===== src/rtl/uart_rx_operand_ctrl_if.sv =====
// Bus between the UART bit receiver / RSA core side and the operand controller.
// Carries the serial bit strobe, end-of-transmission level, core handshake and operand load port.
interface uart_rx_operand_ctrl_if #(
  parameter int WIDTH = 32
);
  // Strobe semantics: bit_ready, op_load, start, core_done and err are single-cycle
  // qualifiers with no backpressure; the payload (bit_in, op_data/op_sel, err_code) is
  // valid only in the cycle its strobe is high, and every strobe must be consumed or flagged.
  logic             bit_ready;
  logic             bit_in;
  logic             eot;
  logic             core_done;
  logic [WIDTH-1:0] op_data;
  logic [1:0]       op_sel;
  logic             op_load;
  logic             start;
  logic             busy;
  logic             err;
  logic [1:0]       err_code;

  modport master (
    output bit_ready, bit_in, eot, core_done,
    input  op_data, op_sel, op_load, start, busy, err, err_code
  );

  modport slave (
    input  bit_ready, bit_in, eot, core_done,
    output op_data, op_sel, op_load, start, busy, err, err_code
  );
endinterface


===== src/rtl/uart_rx_operand_ctrl.sv =====
// Assembles LSB-first serial bits into NUM_OPS operands, loads them into the RSA
// operand slots, fires start on end-of-transmission and flags malformed frames.
module uart_rx_operand_ctrl #(
  parameter int WIDTH   = 32,
  parameter int NUM_OPS = 3
) (
  input  logic                  clk,
  input  logic                  rst,
  uart_rx_operand_ctrl_if.slave bus,
  output logic [2:0]            dbg_state
);

  localparam int              CW        = $clog2(WIDTH + 1);
  localparam logic [CW-1:0]   LAST_BIT  = CW'(WIDTH - 1);
  localparam logic [1:0]      LAST_SLOT = 2'(NUM_OPS - 1);
  localparam logic [1:0]      ERR_SHORT = 2'b01;
  localparam logic [1:0]      ERR_LONG  = 2'b10;
  localparam logic [1:0]      ERR_BUSY  = 2'b11;

  typedef enum logic [2:0] {
    COLLECT = 3'd0,
    LOAD    = 3'd1,
    ARMED   = 3'd2,
    START   = 3'd3,
    RUN     = 3'd4,
    DRAIN   = 3'd5
  } state_t;

  state_t           state_q, state_n;
  logic [WIDTH-1:0] sr_q, sr_n;
  logic [CW-1:0]    cnt_q, cnt_n;
  logic [1:0]       slot_q, slot_n;
  logic [WIDTH-1:0] op_data_q, op_data_n;
  logic             busy_q, busy_n;
  logic             err_q, err_n;
  logic [1:0]       err_code_q, err_code_n;
  logic             eot_q;
  logic             start_pend_q, start_pend_n;
  logic             short_pend_q, short_pend_n;

  logic             eot_rise;
  logic             bit_done;
  logic             last_slot;
  logic [WIDTH-1:0] shift_word;

  assign eot_rise   = bus.eot & ~eot_q;
  assign shift_word = {bus.bit_in, sr_q[WIDTH-1:1]};
  assign bit_done   = bus.bit_ready && (cnt_q == LAST_BIT);
  assign last_slot  = (slot_q == LAST_SLOT);

  always_comb begin
    state_n      = state_q;
    sr_n         = sr_q;
    cnt_n        = cnt_q;
    slot_n       = slot_q;
    op_data_n    = op_data_q;
    busy_n       = busy_q;
    start_pend_n = start_pend_q;
    short_pend_n = short_pend_q;
    err_n        = 1'b0;
    err_code_n   = 2'b00;

    case (state_q)
      COLLECT: begin
        if (bus.bit_ready) begin
          sr_n  = shift_word;
          cnt_n = cnt_q + 1'b1;
        end
        if (bit_done) begin
          op_data_n = shift_word;
          cnt_n     = '0;
          state_n   = LOAD;
          // An eot landing on a completing bit is resolved once the load is done.
          if (eot_rise) begin
            if (last_slot) start_pend_n = 1'b1;
            else           short_pend_n = 1'b1;
          end
        end else if (eot_rise) begin
          err_n      = 1'b1;
          err_code_n = ERR_SHORT;
          cnt_n      = '0;
          slot_n     = '0;
        end
      end

      LOAD: begin
        start_pend_n = 1'b0;
        short_pend_n = 1'b0;
        if (!last_slot) begin
          state_n = COLLECT;
          if (short_pend_q || eot_rise) begin
            err_n      = 1'b1;
            err_code_n = ERR_SHORT;
            cnt_n      = '0;
            slot_n     = '0;
          end else begin
            slot_n = slot_q + 2'd1;
            if (bus.bit_ready) begin
              sr_n  = shift_word;
              cnt_n = cnt_q + 1'b1;
            end
          end
        end else begin
          slot_n = '0;
          if (bus.bit_ready) begin
            err_n      = 1'b1;
            err_code_n = ERR_LONG;
            // If the frame's eot has already been seen there is nothing left to drain.
            state_n    = (start_pend_q || eot_rise) ? COLLECT : DRAIN;
          end else if (start_pend_q || eot_rise) begin
            state_n = START;
          end else begin
            state_n = ARMED;
          end
        end
      end

      ARMED: begin
        if (bus.bit_ready) begin
          err_n      = 1'b1;
          err_code_n = ERR_LONG;
          state_n    = eot_rise ? COLLECT : DRAIN;
        end else if (eot_rise) begin
          state_n = START;
        end
      end

      START: begin
        busy_n  = 1'b1;
        state_n = RUN;
        if (bus.bit_ready) begin
          err_n      = 1'b1;
          err_code_n = ERR_BUSY;
        end
      end

      RUN: begin
        if (bus.bit_ready) begin
          err_n      = 1'b1;
          err_code_n = ERR_BUSY;
        end
        if (bus.core_done) begin
          busy_n  = 1'b0;
          cnt_n   = '0;
          slot_n  = '0;
          state_n = COLLECT;
        end
      end

      DRAIN: begin
        if (eot_rise) begin
          cnt_n   = '0;
          slot_n  = '0;
          state_n = COLLECT;
        end
      end

      default: state_n = COLLECT;
    endcase
  end

  always_ff @(posedge clk) begin
    if (rst) begin
      state_q      <= COLLECT;
      sr_q         <= '0;
      cnt_q        <= '0;
      slot_q       <= '0;
      op_data_q    <= '0;
      busy_q       <= 1'b0;
      err_q        <= 1'b0;
      err_code_q   <= 2'b00;
      eot_q        <= 1'b0;
      start_pend_q <= 1'b0;
      short_pend_q <= 1'b0;
    end else begin
      state_q      <= state_n;
      sr_q         <= sr_n;
      cnt_q        <= cnt_n;
      slot_q       <= slot_n;
      op_data_q    <= op_data_n;
      busy_q       <= busy_n;
      err_q        <= err_n;
      err_code_q   <= err_code_n;
      eot_q        <= bus.eot;
      start_pend_q <= start_pend_n;
      short_pend_q <= short_pend_n;
    end
  end

  assign bus.op_data  = op_data_q;
  assign bus.op_sel   = slot_q;
  assign bus.op_load  = (state_q == LOAD);
  assign bus.start    = (state_q == START);
  assign bus.busy     = busy_q;
  assign bus.err      = err_q;
  assign bus.err_code = err_code_q;
  assign dbg_state    = state_q;

  a_load_start_excl: assert property (@(posedge clk) disable iff (rst) !(bus.op_load && bus.start));
  a_err_has_code:    assert property (@(posedge clk) disable iff (rst) bus.err |-> (bus.err_code != 2'b00));
  a_start_then_busy: assert property (@(posedge clk) disable iff (rst) bus.start |=> bus.busy);

endmodule


===== src/flat_wrapper.sv =====
// flat-port wrapper written by rule: the top's interface ports become plain ports
module uart_rx_operand_ctrl_flat 
#(
  parameter int WIDTH   = 32,
  parameter int NUM_OPS = 3
)
  (clk, rst, dbg_state, bus_bit_ready, bus_bit_in, bus_eot, bus_core_done, bus_op_data, bus_op_sel, bus_op_load, bus_start, bus_busy, bus_err, bus_err_code);
  uart_rx_operand_ctrl_if #(.WIDTH(WIDTH)) bus_i ();
  input  logic clk;
  input  logic rst;
  output logic [2:0] dbg_state;
  input wire logic [$bits(bus_i.bit_ready)-1:0] bus_bit_ready;
  input wire logic [$bits(bus_i.bit_in)-1:0] bus_bit_in;
  input wire logic [$bits(bus_i.eot)-1:0] bus_eot;
  input wire logic [$bits(bus_i.core_done)-1:0] bus_core_done;
  output wire logic [$bits(bus_i.op_data)-1:0] bus_op_data;
  output wire logic [$bits(bus_i.op_sel)-1:0] bus_op_sel;
  output wire logic [$bits(bus_i.op_load)-1:0] bus_op_load;
  output wire logic [$bits(bus_i.start)-1:0] bus_start;
  output wire logic [$bits(bus_i.busy)-1:0] bus_busy;
  output wire logic [$bits(bus_i.err)-1:0] bus_err;
  output wire logic [$bits(bus_i.err_code)-1:0] bus_err_code;
  assign bus_i.bit_ready = bus_bit_ready;
  assign bus_i.bit_in = bus_bit_in;
  assign bus_i.eot = bus_eot;
  assign bus_i.core_done = bus_core_done;
  assign bus_op_data = bus_i.op_data;
  assign bus_op_sel = bus_i.op_sel;
  assign bus_op_load = bus_i.op_load;
  assign bus_start = bus_i.start;
  assign bus_busy = bus_i.busy;
  assign bus_err = bus_i.err;
  assign bus_err_code = bus_i.err_code;
  uart_rx_operand_ctrl #(.WIDTH(WIDTH), .NUM_OPS(NUM_OPS)) u_core (.clk(clk), .rst(rst), .bus(bus_i), .dbg_state(dbg_state));
endmodule

===== config.mk =====
export PLATFORM = sky130hd
export DESIGN_NAME = uart_rx_operand_ctrl_flat
export DESIGN_NICKNAME = d
export VERILOG_FILES = /design/src/rtl/uart_rx_operand_ctrl_if.sv /design/src/rtl/uart_rx_operand_ctrl.sv /design/src/flat_wrapper.sv
export SDC_FILE = /design/constraint.sdc
export NUM_CORES = 1
export LEC_CHECK = 0
export CORE_MARGIN = 4
export CORE_UTILIZATION = 57
export DETAILED_ROUTE_END_ITERATION = 10
export HOLD_SLACK_MARGIN = 0.1
export PLACE_DENSITY_LB_ADDON = 0.3
export SYNTH_ARGS = -nofsm -noshare
export SYNTH_HDL_FRONTEND = slang
export SYNTH_SLANG_ARGS = --single-unit

===== constraint.sdc =====
create_clock -name clk -period 5.3 [get_ports clk]
set_input_delay 1.325 -clock clk [delete_from_list [all_inputs] [get_ports clk]]
set_output_delay 1.325 -clock clk [all_outputs]
set_load 0.01 [all_outputs]

==> results of run 1 <==
[cell families (layout without fill, tap and decap cells)]
family          after synthesis  after routing
simple gates                180            180
buf+inv                      37             72
xor+xnor                      1              1
flops                        81             81
mux                           3              3
fa+ha+maj                     3              3
compound gates              103            103
[cell type report]
class	instances	area [µm²]
Fill cell	428	1640
Sequential cell	81	1620
Multi-Input combinational cell	290	1450
Timing Repair Buffer	51	498
Clock buffer	11	131
Tap cell	72	90.1
Clock inverter	5	56.3
Inverter	5	18.8
[critical path, cell delays in order, from the launching register on]
cell,delay [ps]
sky130_fd_sc_hd__dfxtp_1,580
sky130_fd_sc_hd__inv_1,280
sky130_fd_sc_hd__nor3_1,470
sky130_fd_sc_hd__clkdlybuf4s50_1,630
[per-layer routing]
| metal | share of wire [%] | global-route usage [%] |
|---|---|---|
| met1 | 47 | 24.9 |
| met2 | 47 | 32.2 |
| met3 | 4.6 | 4.56 |
| met4 | 1.5 | 8.92 |
| met5 | 0 | 0 |
[cell usage in the layout (no fill, tap or decap), types with 3 or more instances in the layout]
cell and n:
sky130_fd_sc_hd__nand2_1 137, sky130_fd_sc_hd__nand2b_1 3, sky130_fd_sc_hd__nor2_1 12, sky130_fd_sc_hd__inv_1 5
sky130_fd_sc_hd__a21oi_1 72, sky130_fd_sc_hd__a211oi_1 3, sky130_fd_sc_hd__mux2i_1 3, sky130_fd_sc_hd__dfxtp_1 81
sky130_fd_sc_hd__buf_4 3, sky130_fd_sc_hd__clkdlybuf4s50_1 47, sky130_fd_sc_hd__nor3_1 5, sky130_fd_sc_hd__ha_1 3
sky130_fd_sc_hd__o21ai_0 7, sky130_fd_sc_hd__nand4_1 3, sky130_fd_sc_hd__clkbuf_8 9, sky130_fd_sc_hd__nand3_1 6
[stage by stage]
stage	hold slack (ps)	area, µm²	utilization (%)	std cells	setup slack (ps)
detailed placement	448	3680	66.9	499	1340
finish	454	3870	70.3	515	1680
CTS	459	3870	70.3	515	1690
global route	478	3870	70.3	515	1460
floorplan	432	3240	-	408	2690
global placement	443	3680	66.9	499	1420
[registers in the layout (all words and copies together) (netlist names)]
signal               count
u_core.bus.busy          1
u_core.dbg_state         3
u_core.start_pend_q      1
u_core.cnt_q             6
u_core.bus.op_sel        2
u_core.short_pend_q      1
u_core.sr_q             31
u_core.bus.err_code      2
u_core.bus.op_data      32
u_core.bus.err           1
u_core.eot_q             1
[power breakdown]
| group | switching [µW] | internal [µW] |
|---|---|---|
| Combinational | 28.0 | 12.5 |
| Sequential | 1.68 | 611 |
| Clock | 213 | 217 |
| Total | 242 | 841 |
[worst max-delay path by stage]
stage                                      from                                   to  cells past startpoint
2_1_floorplan                           bus_eot     u_core.dbg_state[0]$_SDFFE_PP0P_                      7
3_3_place_gp                      bus_bit_ready  u_core.bus.op_data[17]$_SDFFE_PP0P_                      5
3_5_place_dp                      bus_bit_ready  u_core.bus.op_data[22]$_SDFFE_PP0P_                      5
4_1_cts        u_core.dbg_state[0]$_SDFFE_PP0P_                          bus_op_load                      3
5_1_grt                                 bus_eot         u_core.sr_q[25]$_SDFFE_PP0P_                      7
6_report       u_core.dbg_state[0]$_SDFFE_PP0P_                          bus_op_load                      3
==> impl_metrics.csv, run 1 <==
group,metric,value,unit
place,post-dp-hpwl,4.27,mm
critical_path,required,3970,ps
critical_path,worstPathArrival,2290,ps
critical_path,r2r_slack,2730,ps
place,buffer_ports.inserted,48,
clock_tree,cts.htree.levels,3,
synth,number_of_enable_flip_flop_cells_after_synthesis,0,
critical_path,worstSetupEndpointType,"primary output",
drt,drtAntennaViolNets,0,
synth,muxShareOfSynthArea,0.927,%
clock_tree,clock-sinks,81,
drt,routed_via_density,5.40,
sta,finClkSkew,8.07,ps
synth,synth_ff_type,"sky130_fd_sc_hd__dfxtp_1",
global_route,antenna_found_initial,0,
clock_tree,tritoncts,"built",
synth,syn_inst,408,
sta,relSlewSlack,23.1,%
power_and_ir_drop,irDropWorstVdd,0.000182,V
sta,period_needed,3620,ps
global_route,grt_pass1_wl,11.5,mm
finish,layout.nets,447,
clock_tree,cts_resized,0,
global_route,grt_start_max_net_pins,42,
synth,netlist.top_cell.by_area,"sky130_fd_sc_hd__dfxtp_1",
critical_path,ff2ff_path_depth,6,
power_and_ir_drop,power.density,280,nW/µm²
finish,drive_gt1_share,4.97,%
synth,post_synth_main_area_contributors,"sky130_fd_sc_hd__dfxtp_1, sky130_fd_sc_hd__nand2_1, sky130_fd_sc_hd__a21oi_1",
drt,route.vias.total,2783,
synth,synth_fp_nets,417,
synth,synth.distinct_cells,45,
place,globalplace.congestion,0.846,
critical_path,critPathLaunchType,"register",
synth,post_synth_most_frequent_cells,"sky130_fd_sc_hd__nand2_1, sky130_fd_sc_hd__dfxtp_1, sky130_fd_sc_hd__a21oi_1",
floorplanning,die_height,83.4,µm
hold_path,timing.hold.worst_path_depth,2,
synth,synth_largest_type_area_fraction,50.0,%
critical_path,path_max_fanout,12,
global_route,first_global_vias,2585,
hold_path,min-delay-path-class,"register to register",
sta,max_slew.worst_pin.slew,1150,ps
run,max-cap-violations,0,
hold_path,min_to,"u_core.bus.op_data[8]$_SDFFE_PP0P_",
critical_path,worstReg2RegEnd,"u_core.sr_q[21]$_SDFFE_PP0P_",
synth,post_synth_xor_area_fraction,0.270,%
sta,report.final.slew_viol_count,0,
floorplanning,floorplan.initialDensity,58.9,%
floorplanning,ios,49,
sta,final-hold-violation-count,0,
floorplanning,floorplan.die_area,6960,µm²
synth,compound_cell_area_share_of_the_yosys_netlist,18.6,%
drt,routed_wire_length_per_instance,12.7,µm
synth,post_synth_fa_ha_maj_area_fraction,1.16,%
synth,yosys_warnings,0,
global_route,grt_overflow_total,0,
drt,drc,0,
floorplanning,num_rows,27,
power_and_ir_drop,static-leakage-power,0.00128,µW
drt,wirelength,6.57,mm
sta,fin_crit_sh,68.2,%
floorplanning,core-area,5510,µm²
global_route,grt_use_total,19.8,%
synth,post_synth_and_or_nand_nor_area_fraction,23.6,%
critical_path,path_class,"register to primary output",
hold_path,min_from,"u_core.bus.op_data[8]$_SDFFE_PP0P_",
clock_tree,cts.hold.buffers_added,0,
critical_path,regToRegStartpoint,"u_core.bus.op_sel[0]$_SDFFE_PP0P_",
clock_tree,clock_pin_slew_of_the_registers_on_the_worst_case_setup_and_hold_paths,80,ps
clock_tree,numCtsBuffers,9,
synth,post_synth.cell_area_avg,7.94,µm²
synth,syn-cell-area,3240,µm²
sta,timing.setup.tns,0,ps
finish,num_antenna_cells,0,
drt,detailedRoute.firstPassIterationCount,4,
finish,area_growth,19.4,%
synth,synth.ff_latch_count,81,
clock_tree,postCtsSetupBuffers,0,
synth,synth.most_common_cell,"sky130_fd_sc_hd__nand2_1",
synth,asyncSetResetFlopFracSynth,0,%
floorplanning,die_w,83.4,µm
sta,rsz0062_at_grt,"no",
drt,dr.first_iter.drc_count,136,
sta,count_of_final_setup_violators,0,
synth,main_combinational_cell_family_by_area_after_synthesis,"simple AND/OR/NAND/NOR gates",
power_and_ir_drop,totalPowerFinal,1080,µW
clock_tree,cts-root-to-sink-buffers,2,
status,status,"complete, no violations",
clock_tree,clkLatencyLatePin,340,ps
sta,max_freq,277,MHz
synth,synth_sequential_area_ratio,50.0,%
clock_tree,clock_tree.root_cell,"sky130_fd_sc_hd__clkbuf_8",
Note: power is estimated with default switching activity, not from simulation.
==> run 2: changes to the inputs <==
--- a/config.mk
+++ b/config.mk
@@ -6,7 +6,7 @@
 export NUM_CORES = 1
 export LEC_CHECK = 0
 export CORE_MARGIN = 4
-export CORE_UTILIZATION = 57
+export CORE_UTILIZATION = 48
 export DETAILED_ROUTE_END_ITERATION = 10
 export HOLD_SLACK_MARGIN = 0.1
 export PLACE_DENSITY_LB_ADDON = 0.3
==> constraint.sdc (replaced) <==
create_clock -name clk -period 3.3 [get_ports clk]
set_input_delay 0.825 -clock clk [delete_from_list [all_inputs] [get_ports clk]]
set_output_delay 0.825 -clock clk [all_outputs]
set_load 0.01 [all_outputs]
==> run 2 against run 1 <==
Compared with the run above:
- clock skew fell by 1.7 ps
- critical endpoint unchanged
- sequential power rose by 61%
- cell area rose by 2.7%
- highest routed layer unchanged
- clock power rose by 93%
- non-clock buffer count rose by 7
- sequential cell count did not move
- final cell count rose by 2.3%
- count of clock-buffer cells in the layout fell by 1
- global-route usage fell by 2.9 points
- combinational power rose by 66%
- die area rose by 17%
==> impl_metrics.csv, run 2 (synthesis gave the netlist of run 1 again) <==
group,metric,value,unit
clock_tree,cts.hold.buffers_added,0,
power_and_ir_drop,clkPwrFrac,44.1,%
clock_tree,postCtsSetupBuffers,0,
floorplanning,num_rows,29,
clock_tree,clock_tree.root_cell,"sky130_fd_sc_hd__clkbuf_8",
drt,drtAntennaViolNets,0,
power_and_ir_drop,comb_power_share,3.6,%
power_and_ir_drop,power.density,473,nW/µm²
drt,dr.first_iter.drc_count,183,
power_and_ir_drop,irDropWorstVdd,0.000338,V
place,buffer_ports.inserted,48,
finish,final_common_cell,"sky130_fd_sc_hd__nand2_1",
critical_path,worstSetupEndpointType,"primary output",
sta,rsz0062_at_grt,"no",
power_and_ir_drop,power.sequential.fraction,52.3,%
critical_path,regToRegStartpoint,"u_core.bus.op_sel[0]$_SDFFE_PP0P_",
sta,fin_crit_sh,86.8,%
critical_path,critPathLaunchType,"register",
sta,relSlewSlack,28.8,%
finish,drive_gt1_share,6.89,%
floorplanning,core-area,6460,µm²
global_route,use_met1,22.3,%
floorplanning,ios,49,
clock_tree,numCtsBuffers,9,
global_route,first_global_vias,2592,
clock_tree,cts_resized,0,
sta,max_slew.worst_pin.slew,1070,ps
drt,drc,0,
critical_path,worstPathArrival,2040,ps
clock_tree,clock_pin_slew_of_the_registers_on_the_worst_case_setup_and_hold_paths,90,ps
drt,wirelength,6.57,mm
drt,detailedRoute.firstPassIterationCount,4,
finish,layout.nets,454,
floorplanning,floorplan.die_area,8130,µm²
sta,timing.setup.tns,0,ps
clock_tree,tritoncts,"built",
sta,finClkSkew,6.34,ps
power_and_ir_drop,swShare,22.3,%
drt,route.vias.total,2798,
global_route,global_route.peak_usage_layer,"met2",
clock_tree,clock-sinks,81,
global_route,globalRouteMet3Util,3.51,%
finish,layout.cells.most_common_list,"sky130_fd_sc_hd__nand2_1, sky130_fd_sc_hd__dfxtp_1, sky130_fd_sc_hd__a21oi_1",
finish,layout.core_utilization,61.6,%
sta,count_of_final_setup_violators,0,
drt,routed_via_density,5.31,
power_and_ir_drop,internal_power,1460,µW
clock_tree,cts.htree.levels,3,
floorplanning,floorplan.initialDensity,50.2,%
run,max-cap-violations,0,
hold_path,min-delay-path-class,"register to register",
floorplanning,die_height,90.2,µm
power_and_ir_drop,netSwitchingPower,420,µW
place,globalplace.congestion,0.846,
critical_path,path_class,"register to primary output",
sta,report.final.slew_viol_count,0,
place,post-dp-hpwl,4.32,mm
sta,hold-worst-slack,454,ps
drt,routed_wire_length_per_instance,12.5,µm
power_and_ir_drop,static-leakage-power,0.00134,µW
global_route,grt_start_max_net_pins,43,
finish,num_antenna_cells,0,
clock_tree,clkLatencyLatePin,340,ps
sta,setup_slack,436,ps
status,status,"complete, no violations",
sta,period_needed,2860,ps
clock_tree,cts-root-to-sink-buffers,2,
global_route,grt_overflow_total,0,
finish,largest_reg_flops,32,
global_route,antenna_found_initial,0,
power_and_ir_drop,totalPowerFinal,1880,µW
global_route,grt_pass1_wl,11.6,mm
global_route,globalRouteMet2Util,27.3,%
critical_path,required,2470,ps
sta,max_freq,349,MHz
floorplanning,die_w,90.2,µm
global_route,grt_use_total,16.9,%
sta,final-hold-violation-count,0,
critical_path,path_max_fanout,12,
finish,area_growth,22.7,%
hold_path,min_from,"u_core.bus.op_data[30]$_SDFFE_PP0P_",
critical_path,cp-startpoint,"u_core.dbg_state[0]$_SDFFE_PP0P_",
place,pre_cts_slack,262,ps
[run 2: changes by cell type in the layout (fill, tap and decap cells not counted)]
cell                         previous run  this run
sky130_fd_sc_hd__buf_4                  3        10
sky130_fd_sc_hd__bufinv_16              1         2
sky130_fd_sc_hd__clkbuf_1               2         0
sky130_fd_sc_hd__clkbuf_8               9        10
sky130_fd_sc_hd__clkinv_2               2         0
sky130_fd_sc_hd__clkinvlp_4             1         0
sky130_fd_sc_hd__inv_6                  0         2
sky130_fd_sc_hd__inv_8                  0         1
[run 2: area by class of cell]
cell class              count  area [µm²]
well taps                  77        96.3
fillers                   597        2480
repair buffers             58         551
flip-flops and latches     81        1620
clock buffers              10         138
inverters                   5        18.8
clock inverters             6        97.6
multi-input cells         290        1450
[run 2: through the flow]
stage          cells  cell area, µm²
3_5_place_dp     511            3740
3_3_place_gp     511            3740
4_1_cts          527            3980
6_report         527            3980
2_1_floorplan    408            3240
5_1_grt          527            3980
[run 2: layer usage]
layer	share of wire [%]	vias to the layer above
met5	0	-
met4	1.2	0
met3	3.5	9
met2	46	63
met1	49	1277
li1	-	1449
[run 2: worst paths after layout]
kind | endpoint | slack [ps] | cells past startpoint
worst min register to register | u_core.bus.op_data[30]$_SDFFE_PP0P_ | 450 | 2
worst max register to register | u_core.sr_q[29]$_SDFFE_PP0P_ | 880 | 6
worst min-delay path | u_core.bus.op_data[30]$_SDFFE_PP0P_ | 450 | 2
worst max-delay path | bus_op_load | 440 | 3
[run 2: worst max-delay path: stages, from the launching register on]
cell	delay, ps
sky130_fd_sc_hd__dfxtp_1	560
sky130_fd_sc_hd__inv_1	110
sky130_fd_sc_hd__nor3_1	410
sky130_fd_sc_hd__clkdlybuf4s50_1	630
[run 2: power groups by stage]
stage	combinational (µW)	clock (µW)	sequential, µW
3_3_place_gp	65.7	0	1010
5_1_grt	75.3	890	984
3_5_place_dp	67.2	0	1010
6_report	67.2	830	984
2_1_floorplan	46.9	0	1010
4_1_cts	67.5	851	984
==> run 3: changes to the inputs <==
--- a/config.mk
+++ b/config.mk
@@ -5,7 +5,6 @@
 export SDC_FILE = /design/constraint.sdc
 export NUM_CORES = 1
 export LEC_CHECK = 0
-export CORE_MARGIN = 4
 export CORE_UTILIZATION = 48
 export DETAILED_ROUTE_END_ITERATION = 10
 export HOLD_SLACK_MARGIN = 0.1
==> run 3 against run 2 <==
Compared with the run above:
- the flow now finishes with violations (design-rule violations)
- via count is 0.86% higher
- die area is 13% lower
- critical path depth stayed put
- final cell count is 0.19% higher
- maximum frequency is 0.61% higher
- non-clock buffer count is 1 higher
- clock skew is 3.8 ps higher
- setup slack better by 17 ps
- sequential cell count stayed put
- cell area is 0.85% lower
- sequential power hardly changed
- clock power is 21% lower
==> impl_metrics.csv, run 3 (synthesis gave the netlist of run 1 again) <==
group,metric,value,unit
run,max-cap-violations,0,
hold_path,min-delay-path-class,"register to register",
finish,multi_input_combinational_cell_area,1450,µm²
sta,relSlewSlack,28.6,%
sta,hold-worst-slack,455,ps
global_route,grt_use_total,19.8,%
clock_tree,cts.htree.levels,3,
power_and_ir_drop,static-leakage-power,0.00131,µW
critical_path,worstSetupEndpointType,"primary output",
global_route,grt_start_max_net_pins,49,
clock_tree,cts-root-to-sink-buffers,2,
sta,rsz0062_at_grt,"no",
power_and_ir_drop,netSwitchingPower,407,µW
drt,drc,4,
power_and_ir_drop,swShare,23.8,%
critical_path,path_class,"register to primary output",
power_and_ir_drop,power.sequential.fraction,57.6,%
status,violations,"design-rule violations",
drt,dr.first_iter.drc_count,167,
critical_path,required,2470,ps
sta,count_of_final_setup_violators,0,
sta,report.final.slew_viol_count,0,
floorplanning,num_rows,29,
critical_path,critPathLaunchType,"register",
floorplanning,ios,49,
sta,fin_crit_sh,86.3,%
global_route,antenna_found_initial,0,
status,status,"complete, but fails checks",
finish,drive_gt1_share,6.87,%
finish,largest_reg_flops,32,
finish,fillerInstances,586,
global_route,grt_overflow_total,0,
sta,timing.setup.tns,0,ps
finish,final_common_cell,"sky130_fd_sc_hd__nand2_1",
power_and_ir_drop,totalPowerFinal,1710,µW
drt,routed_wire_length_per_instance,12.3,µm
critical_path,path_max_fanout,12,
clock_tree,cts_resized,0,
power_and_ir_drop,internal_power,1300,µW
clock_tree,clkLatencyLatePin,350,ps
finish,num_antenna_cells,0,
sta,final-hold-violation-count,0,
finish,area_growth,21.7,%
place,pre_cts_slack,244,ps
floorplanning,die_height,84.2,µm
drt,route.vias.total,2822,
global_route,first_global_vias,2581,
clock_tree,clock-sinks,81,
clock_tree,clock_pin_slew_of_the_registers_on_the_worst_case_setup_and_hold_paths,80,ps
finish,final-seq-area,1620,µm²
finish,layout.nets,455,
floorplanning,core-area,6420,µm²
finish,layout.core_utilization,61.4,%
power_and_ir_drop,irDropWorstVdd,0.000248,V
drt,routed_via_density,5.34,
sta,period_needed,2850,ps
floorplanning,floorplan.die_area,7080,µm²
power_and_ir_drop,comb_power_share,4.0,%
place,globalplace.congestion,0.804,
sta,max_slew.worst_pin.slew,1070,ps
floorplanning,floorplan.initialDensity,50.5,%
clock_tree,clock_tree.root_cell,"sky130_fd_sc_hd__clkbuf_8",
finish,layout.cells.most_common_list,"sky130_fd_sc_hd__nand2_1, sky130_fd_sc_hd__dfxtp_1, sky130_fd_sc_hd__a21oi_1",
critical_path,worstPathArrival,2020,ps
sta,finClkSkew,10.2,ps
clock_tree,cts.hold.buffers_added,0,
clock_tree,numCtsBuffers,9,
place,buffer_ports.inserted,48,
drt,drtAntennaViolNets,0,
drt,wirelength,6.47,mm
floorplanning,die_w,84.2,µm
clock_tree,postCtsSetupBuffers,0,
drt,detailedRoute.firstPassIterationCount,7,
power_and_ir_drop,power.density,433,nW/µm²
sta,max_freq,351,MHz
power_and_ir_drop,clkPwrFrac,38.4,%
place,post-dp-hpwl,4.19,mm
global_route,grt_pass1_wl,11.5,mm
clock_tree,tritoncts,"built",
sta,setup_slack,453,ps
run 3: changes by cell type in the layout (fill, tap and decap cells not counted), sizes merged:
cell and delta:
inv -2, clkbuf +1, clkinvlp +3, bufinv -2, buf +1
run 3: final timing paths:
path                                                         start                                 end  slack, ps  cells past startpoint
worst max-delay path              u_core.dbg_state[0]$_SDFFE_PP0P_                         bus_op_load        450                      3
worst max register to register   u_core.bus.op_sel[0]$_SDFFE_PP0P_         u_core.sr_q[7]$_SDFFE_PP0P_        850                      6
worst min-delay path            u_core.bus.op_data[0]$_SDFFE_PP0P_  u_core.bus.op_data[0]$_SDFFE_PP0P_        460                      2
worst min register to register  u_core.bus.op_data[0]$_SDFFE_PP0P_  u_core.bus.op_data[0]$_SDFFE_PP0P_        460                      2
run 3: cell type report:
class | instances | area share (%)
Tap cell | 77 | 2.44
Clock inverter | 5 | 1.02
Clock buffer | 11 | 3.59
Inverter | 5 | 0.476
Multi-Input combinational cell | 290 | 36.9
Timing Repair Buffer | 59 | 14.5
Sequential cell | 81 | 41.1
run 3: metal layers:
metal / global-route usage (%) / vias up / share of wire, %
met1: 25.8 / 1304 / 49
met5: 0 / - / 0
met3: 3.93 / 11 / 3.8
met4: 10.5 / 0 / 1.9
met2: 31.2 / 52 / 45
li1: - / 1455 / -
run 3: stage by stage:
step | instance area [µm²] | cells
after floorplan | 3240 | 408
after global placement | 3760 | 512
after detailed placement | 3760 | 512
after CTS | 3940 | 528
after global routing | 3940 | 528
final | 3940 | 528
run 3: power by group through the flow:
stage          clock [µW]  sequential (µW)  combinational, µW
5_1_grt               723              985               74.8
4_1_cts               669              984               67.5
6_report              656              984               67.6
3_5_place_dp            0             1010               67.4
2_1_floorplan           0             1010               46.9
3_3_place_gp            0             1010               66.6
run 3: worst max-delay path, cell delays in order (launching register included):
cell	delay [ps]
sky130_fd_sc_hd__dfxtp_1	570
sky130_fd_sc_hd__inv_1	100
sky130_fd_sc_hd__nor3_1	380
sky130_fd_sc_hd__clkdlybuf4s50_1	620
